**config.mk**
```make
export PLATFORM = sky130hd
export DESIGN_NAME = mem_port_arbiter
export DESIGN_NICKNAME = d
export VERILOG_FILES = /design/src/rtl/mem_port_arbiter.sv
export SDC_FILE = /design/constraint.sdc
export NUM_CORES = 1
export LEC_CHECK = 0
export ABC_AREA = 1
export BUFFER_PORTS_ARGS = -buffer_cell sky130_fd_sc_hd__buf_4
export CAP_MARGIN = 25
export CORE_UTILIZATION = 58
export CTS_CLUSTER_SIZE = 14
export DETAILED_ROUTE_END_ITERATION = 6
export PLACE_DENSITY = 0.92
export SLEW_MARGIN = 40
export SYNTH_ARGS = -nofsm -noshare
export SYNTH_HDL_FRONTEND = slang
export SYNTH_SLANG_ARGS = --single-unit
```
**constraint.sdc**
```tcl
create_clock -name clock -period 5.8 [get_ports clock]
set_input_delay 1.16 -clock clock [delete_from_list [all_inputs] [get_ports clock]]
set_output_delay 1.16 -clock clock [all_outputs]
set_load 0.05 [all_outputs]
```
**src/rtl/mem_port_arbiter.sv**
```systemverilog
// Round-robin arbiter for two requesters sharing one data-memory port.
// Unaligned (size 2) accesses are optionally sequenced as four byte accesses.
module mem_port_arbiter #(
  parameter bit          SPLIT_EN = 1'b1,
  parameter logic [15:0] MEM_ADDR = 16'h1000
) (
  input  logic        clock,
  input  logic        reset,
  input  logic        req0,
  input  logic        req1,
  input  logic [31:0] addr0,
  input  logic [31:0] addr1,
  input  logic [31:0] wdata0,
  input  logic [31:0] wdata1,
  input  logic [1:0]  size0,
  input  logic [1:0]  size1,
  input  logic        we0,
  input  logic        we1,
  output logic        done0,
  output logic        done1,
  output logic        err0,
  output logic        err1,
  output logic [31:0] rdata0,
  output logic [31:0] rdata1,
  output logic [31:0] mem_addr,
  output logic [31:0] mem_wdata,
  output logic [1:0]  mem_size,
  output logic        mem_we,
  output logic        mem_re,
  input  logic [31:0] mem_rdata,
  output logic [1:0]  dbg_state
);

  typedef enum logic [1:0] {
    S_IDLE  = 2'd0,
    S_ACC   = 2'd1,
    S_SPLIT = 2'd2,
    S_DONE  = 2'd3
  } state_e;

  state_e      state_q, state_d;
  logic        last_grant_q, last_grant_d;
  logic        port_q, port_d;
  logic [31:0] addr_q, addr_d;
  logic [31:0] wdata_q, wdata_d;
  logic [1:0]  size_q, size_d;
  logic        we_q, we_d;
  logic        err_q, err_d;
  logic [1:0]  k_q, k_d;
  logic [23:0] rbuf_q, rbuf_d;
  logic [31:0] rdata0_q, rdata0_d;
  logic [31:0] rdata1_q, rdata1_d;
  logic [31:0] mem_addr_q, mem_addr_d;
  logic [31:0] mem_wdata_q, mem_wdata_d;
  logic [1:0]  mem_size_q, mem_size_d;

  logic        sel;
  logic [31:0] w_addr;
  logic [31:0] w_wdata;
  logic [1:0]  w_size;
  logic        w_we;
  logic        reject;
  logic [7:0]  lane_byte;
  logic [1:0]  k_next;

  // Requester handshake: reqN is held with its addr/wdata/size/we until the
  // one-cycle doneN pulse; everything is latched at grant, so later changes
  // on the requester side are ignored until the next grant.
  always_comb begin
    sel     = (req0 && req1) ? ~last_grant_q : req1;
    w_addr  = sel ? addr1  : addr0;
    w_wdata = sel ? wdata1 : wdata0;
    w_size  = sel ? size1  : size0;
    w_we    = sel ? we1    : we0;
    reject  = (w_addr[31:16] != MEM_ADDR)
           || (w_size == 2'd3 && w_addr[1:0] != 2'b00)
           || (w_size == 2'd1 && w_addr[0])
           || (w_size == 2'd2 && !SPLIT_EN);
    lane_byte = mem_rdata[{mem_addr_q[1:0], 3'b000} +: 8];
    k_next    = k_q + 2'd1;
  end

  always_comb begin
    state_d      = state_q;
    last_grant_d = last_grant_q;
    port_d       = port_q;
    addr_d       = addr_q;
    wdata_d      = wdata_q;
    size_d       = size_q;
    we_d         = we_q;
    err_d        = err_q;
    k_d          = k_q;
    rbuf_d       = rbuf_q;
    rdata0_d     = rdata0_q;
    rdata1_d     = rdata1_q;
    mem_addr_d   = mem_addr_q;
    mem_wdata_d  = mem_wdata_q;
    mem_size_d   = mem_size_q;

    case (state_q)
      S_IDLE: begin
        if (req0 || req1) begin
          last_grant_d = sel;
          port_d       = sel;
          addr_d       = w_addr;
          wdata_d      = w_wdata;
          size_d       = w_size;
          we_d         = w_we;
          err_d        = reject;
          k_d          = 2'd0;
          if (reject) begin
            state_d = S_DONE;
          end else if (w_size == 2'd2) begin
            state_d     = S_SPLIT;
            mem_addr_d  = w_addr;
            mem_size_d  = 2'd0;
            mem_wdata_d = {24'h0, w_wdata[7:0]};
          end else begin
            state_d     = S_ACC;
            mem_addr_d  = w_addr;
            mem_size_d  = w_size;
            mem_wdata_d = w_wdata;
          end
        end
      end

      S_ACC: begin
        if (!we_q) begin
          if (port_q) rdata1_d = mem_rdata;
          else        rdata0_d = mem_rdata;
        end
        state_d = S_DONE;
      end

      S_SPLIT: begin
        // Bytes 0..2 collect in rbuf so the port's rdata only changes at done.
        if (k_q == 2'd3) begin
          if (!we_q) begin
            if (port_q) rdata1_d = {lane_byte, rbuf_q};
            else        rdata0_d = {lane_byte, rbuf_q};
          end
          state_d = S_DONE;
        end else begin
          if (!we_q) rbuf_d[{k_q, 3'b000} +: 8] = lane_byte;
          k_d         = k_next;
          mem_addr_d  = addr_q + {30'h0, k_next};
          mem_wdata_d = {24'h0, wdata_q[{k_next, 3'b000} +: 8]};
        end
      end

      S_DONE: begin
        state_d = S_IDLE;
      end

      default: state_d = S_IDLE;
    endcase
  end

  always_ff @(posedge clock) begin
    if (reset) begin
      state_q      <= S_IDLE;
      last_grant_q <= 1'b1;
      port_q       <= 1'b0;
      addr_q       <= 32'h0;
      wdata_q      <= 32'h0;
      size_q       <= 2'd0;
      we_q         <= 1'b0;
      err_q        <= 1'b0;
      k_q          <= 2'd0;
      rbuf_q       <= 24'h0;
      rdata0_q     <= 32'h0;
      rdata1_q     <= 32'h0;
      mem_addr_q   <= 32'h0;
      mem_wdata_q  <= 32'h0;
      mem_size_q   <= 2'd0;
    end else begin
      state_q      <= state_d;
      last_grant_q <= last_grant_d;
      port_q       <= port_d;
      addr_q       <= addr_d;
      wdata_q      <= wdata_d;
      size_q       <= size_d;
      we_q         <= we_d;
      err_q        <= err_d;
      k_q          <= k_d;
      rbuf_q       <= rbuf_d;
      rdata0_q     <= rdata0_d;
      rdata1_q     <= rdata1_d;
      mem_addr_q   <= mem_addr_d;
      mem_wdata_q  <= mem_wdata_d;
      mem_size_q   <= mem_size_d;
    end
  end

  // Write strobe is gated by reset so an access cut short never commits.
  always_comb begin
    done0     = (state_q == S_DONE) && !port_q;
    done1     = (state_q == S_DONE) && port_q;
    err0      = done0 && err_q;
    err1      = done1 && err_q;
    rdata0    = rdata0_q;
    rdata1    = rdata1_q;
    mem_addr  = mem_addr_q;
    mem_wdata = mem_wdata_q;
    mem_size  = mem_size_q;
    mem_we    = (state_q == S_ACC || state_q == S_SPLIT) && we_q && !reset;
    mem_re    = (state_q == S_ACC || state_q == S_SPLIT) && !we_q;
    dbg_state = state_q;
  end

endmodule

```
==> out/results.tsv <==
metric	value	unit
mean post-synth cell area	6.51	µm²
Mapped Area	0.0117	mm²
Die Wd	144	µm
Congestion Overflow GR	0	
Initial Util	59.5	%
CTS Hold Bufs	0	
CP required	6.27	ns
setup TNS	0	ns
TritonCTS clock tree	built	
core box area	0.0196	mm²
vias post-DR	13000	
vias in the first global route	11700	
status	finished, final reports clean	
clk slew on worst S/H paths	0.06	ns
# rows	51	
CP Launch Type	flop	
crit share post-route	59.3	%
reg2reg end	mem_addr[27]	
Max Cap Viol	0	
slowest cell on the critical path	dfxtp_1	
Critical Path Stages	12	
total track usage	35.7	%
worst r2r path cells	12	
Worst-Skew Late Latency	0.53	ns
Max VDD drop	0.532	mV
setup bufs post-CTS	0	
Setup Crit Path Kind	reg2reg	
crit end category	flop	
switch share	50.6	%
first-pass GRT wire length	58800	µm
Total Nets Final	2206	
power share of the clock group	18.1	%
Pins Over Slew Limit	0	
Switch Pwr	4370	µW
Setup crit start	k_q[0]	
Syn Nets	1976	
Critical Path AT	3.91	ns
CTS Buffer Depth	3	
Die ar.	0.0207	mm²
asr flop ratio synth	0	%
area grow syn2layout	26.5	%
worst hold-check path type	reg2reg	
port buffer count	307	
Hold WS	0.457	ns
Clock Skews	0.0142	ns
most frequent cell on the critical path	nor2_1	
reg-to-reg startpoint	k_q[0]	
worst-path cell chain	inv_1 > ha_1 > ha_1 > nand3_1 > nand2_1 > inv_1 > nor2_1 > nand2_1 > or2_2 > a21oi_1 > nor2_1 > nor2_1	
Detail Route Antenna Nets	0	
Yosys cell types	40	
slew margin rel.	42.6	%
Least-Margin Pin Slew	0.855	ns
cell family with most CP delay	simple AND/OR/NAND/NOR gates	
largest net degree at the start of global routing	120	
CP Capture Point	mem_addr[27]	
Die Y	144	µm
Cell Int Power	4270	µW
Max Fanout on Critical Path	16	
DRC	0	
Pwr Total	8650	µW
wire length per cell	16.3	µm
initial antenna violation count	0	
Cells after DPL	2262	
FF/Latch Area	0.00453	mm²
Power Density	586	mW/mm²
post-DP HPWL	26500	µm
YS warnings	0	
layout cells sized above 1	18.7	%
CP Buf/Inv Count	2	
Hold Violations, Final	0	
Resized cells post-CTS	0	
Post-synth top flop	dfxtp_1	
H-Tree Depth	1	
Multi-input gate area	0.00612	mm²
IO Count	308	
antenna diode count	0	
combinational fraction of design power	53.6	%
Synth Instances	1793	
share of the yosys chip area belonging to registers	38.8	%
internal reg-to-reg setup slack	2.36	ns
RSZ-0062 raised after global routing	false	
fill cell total of the finished layout	1542	
Num CTS Buffers	24	
Clock Sinks	226	
leakage	0.00687	µW
Setup-failing EPs final	0	
CTS Root Cell	clkbuf_16	
crit path time final	3.44	ns
Post-synth EDFFs	0	
Final Wtd Congestion	0.985	
sequential share of power	28.3	%
maximum clock frequency	291	MHz
Min-Delay Path Depth	2	
initial DRC count	1380	
synthesized flop and latch total	226	
Total Wirelength	37600	µm
Post-Layout Cell Count	2306	
max incr delay on CP	0.58	ns
via-per-instance ratio	5.62	
drt pass-1 iters	5	
-- power groups by stage --
stage,clock [µW],sequential (µW),combinational [µW]
floorplan,0,3330,2400
global placement,0,2440,4440
detailed placement,0,2450,4550
CTS,1560,2430,4580
global route,1630,2500,5050
finish,1560,2450,4630
-- worst min-delay path by stage --
stage | startpoint | to | slack, ns
final | mem_size[0] | mem_size[0] | 0.46
after global routing | rbuf_q[14] | rbuf_q[14] | 0.48
after CTS | mem_size[0] | mem_size[0] | 0.46
after detailed placement | mem_size[0] | mem_size[0] | 0.44
after global placement | mem_size[0] | mem_size[0] | 0.44
after floorplan | rbuf_q[0] | rbuf_q[0] | 0.45
-- layout make-up --
class                      count  area share, %
clock buffer                  34           4.80
clock inverter                10          0.678
inverter                     149           3.80
multi-input combinational   1302           41.5
sequential                   226           30.7
tap                          265           2.25
timing repair buffer         320           16.4
-- worst reg2reg max path, cell delays in order (launching register included) --
cell and delay (ns):
dfxtp_1 0.58, inv_1 0.39, ha_1 0.54, ha_1 0.33, nand3_1 0.07, nand2_1 0.13
inv_1 0.10, nor2_1 0.44, nand2_1 0.17, or2_2 0.30, a21oi_1 0.15, nor2_1 0.07
nor2_1 0.11
-- cell usage after synthesis (all sizes together) (5+ instances only) --
cell type,n,area [µm²]
a21oi,234,1170
ha,12,150
o21ai,133,666
a31oi,13,81.3
buf,33,183
nor3,6,30.0
nand4,7,43.8
or2,6,37.5
o2111ai,5,43.8
inv,148,556
clkbuf,83,312
mux2i,19,190
nand3b,7,52.6
dfxtp,226,4520
xor2,5,43.8
a32oi,8,70.1
nor2,169,634
and2,24,150
nand3,130,656
nand2,509,1940
-- state kept, by name, summed over array words and instances (netlist names) --
register,flops
addr_q,32
dbg_state,2
err_q,1
k_q,2
last_grant_q,1
mem_addr,32
mem_size,2
mem_wdata,32
port_q,1
rbuf_q,24
rdata0,32
rdata1,32
wdata_q,32
we_q,1
-- through the flow --
stage               utilization (%)  area [µm²]  setup slack (ns)
floorplan                         -       11700              2.28
global placement               71.1       13900              1.83
detailed placement             71.1       13900              1.68
CTS                            75.2       14700              2.19
global route                   75.3       14800              2.05
finish                         75.3       14800              2.36
-- cells in the final DEF, fill, tap and decap left out, types with 2 or more instances in the layout --
| master | instances |
|---|---|
| nand2_1 | 505 |
| buf_4 | 317 |
| a21oi_1 | 233 |
| dfxtp_1 | 225 |
| nor2_1 | 168 |
| inv_1 | 144 |
| o21ai_0 | 130 |
| nand3_1 | 129 |
| and2_0 | 24 |
| clkbuf_16 | 24 |
| mux2i_1 | 19 |
| a31oi_1 | 13 |
| ha_1 | 11 |
| a32oi_1 | 8 |
| nand4_1 | 7 |
| nand3b_1 | 7 |
| clkbuf_8 | 7 |
| clkinv_2 | 6 |
| or2_2 | 6 |
| nor3_1 | 5 |
| xor2_1 | 5 |
| o2111ai_1 | 5 |
| o21ai_1 | 3 |
| inv_2 | 3 |
| clkbuf_1 | 3 |
| buf_6 | 3 |
| nand2_4 | 2 |
| o21bai_1 | 2 |
| o211ai_1 | 2 |
| a22oi_1 | 2 |
| o31ai_1 | 2 |
| a211oi_1 | 2 |
-- per-layer routing --
metal	routed length, µm	track usage, %	vias up
met5	0	0	-
met4	1290	13.3	0
met3	3410	5.86	111
met2	17700	60.0	752
met1	15200	45.9	5822
li1	-	-	6285
-- cells by family after synthesis --
kind of cell | Yosys count | share of synthesized area (%)
DFF | 226 | 38.8
AOI/OAI and AO/OA | 405 | 18.2
xor gates and xnor gates | 6 | 0.450
buffers and inverters | 265 | 9.03
adders and majority gates | 13 | 1.46
muxes | 19 | 1.63
and+or+nand+nor | 859 | 30.4
Power figures use the tool's default switching activity.
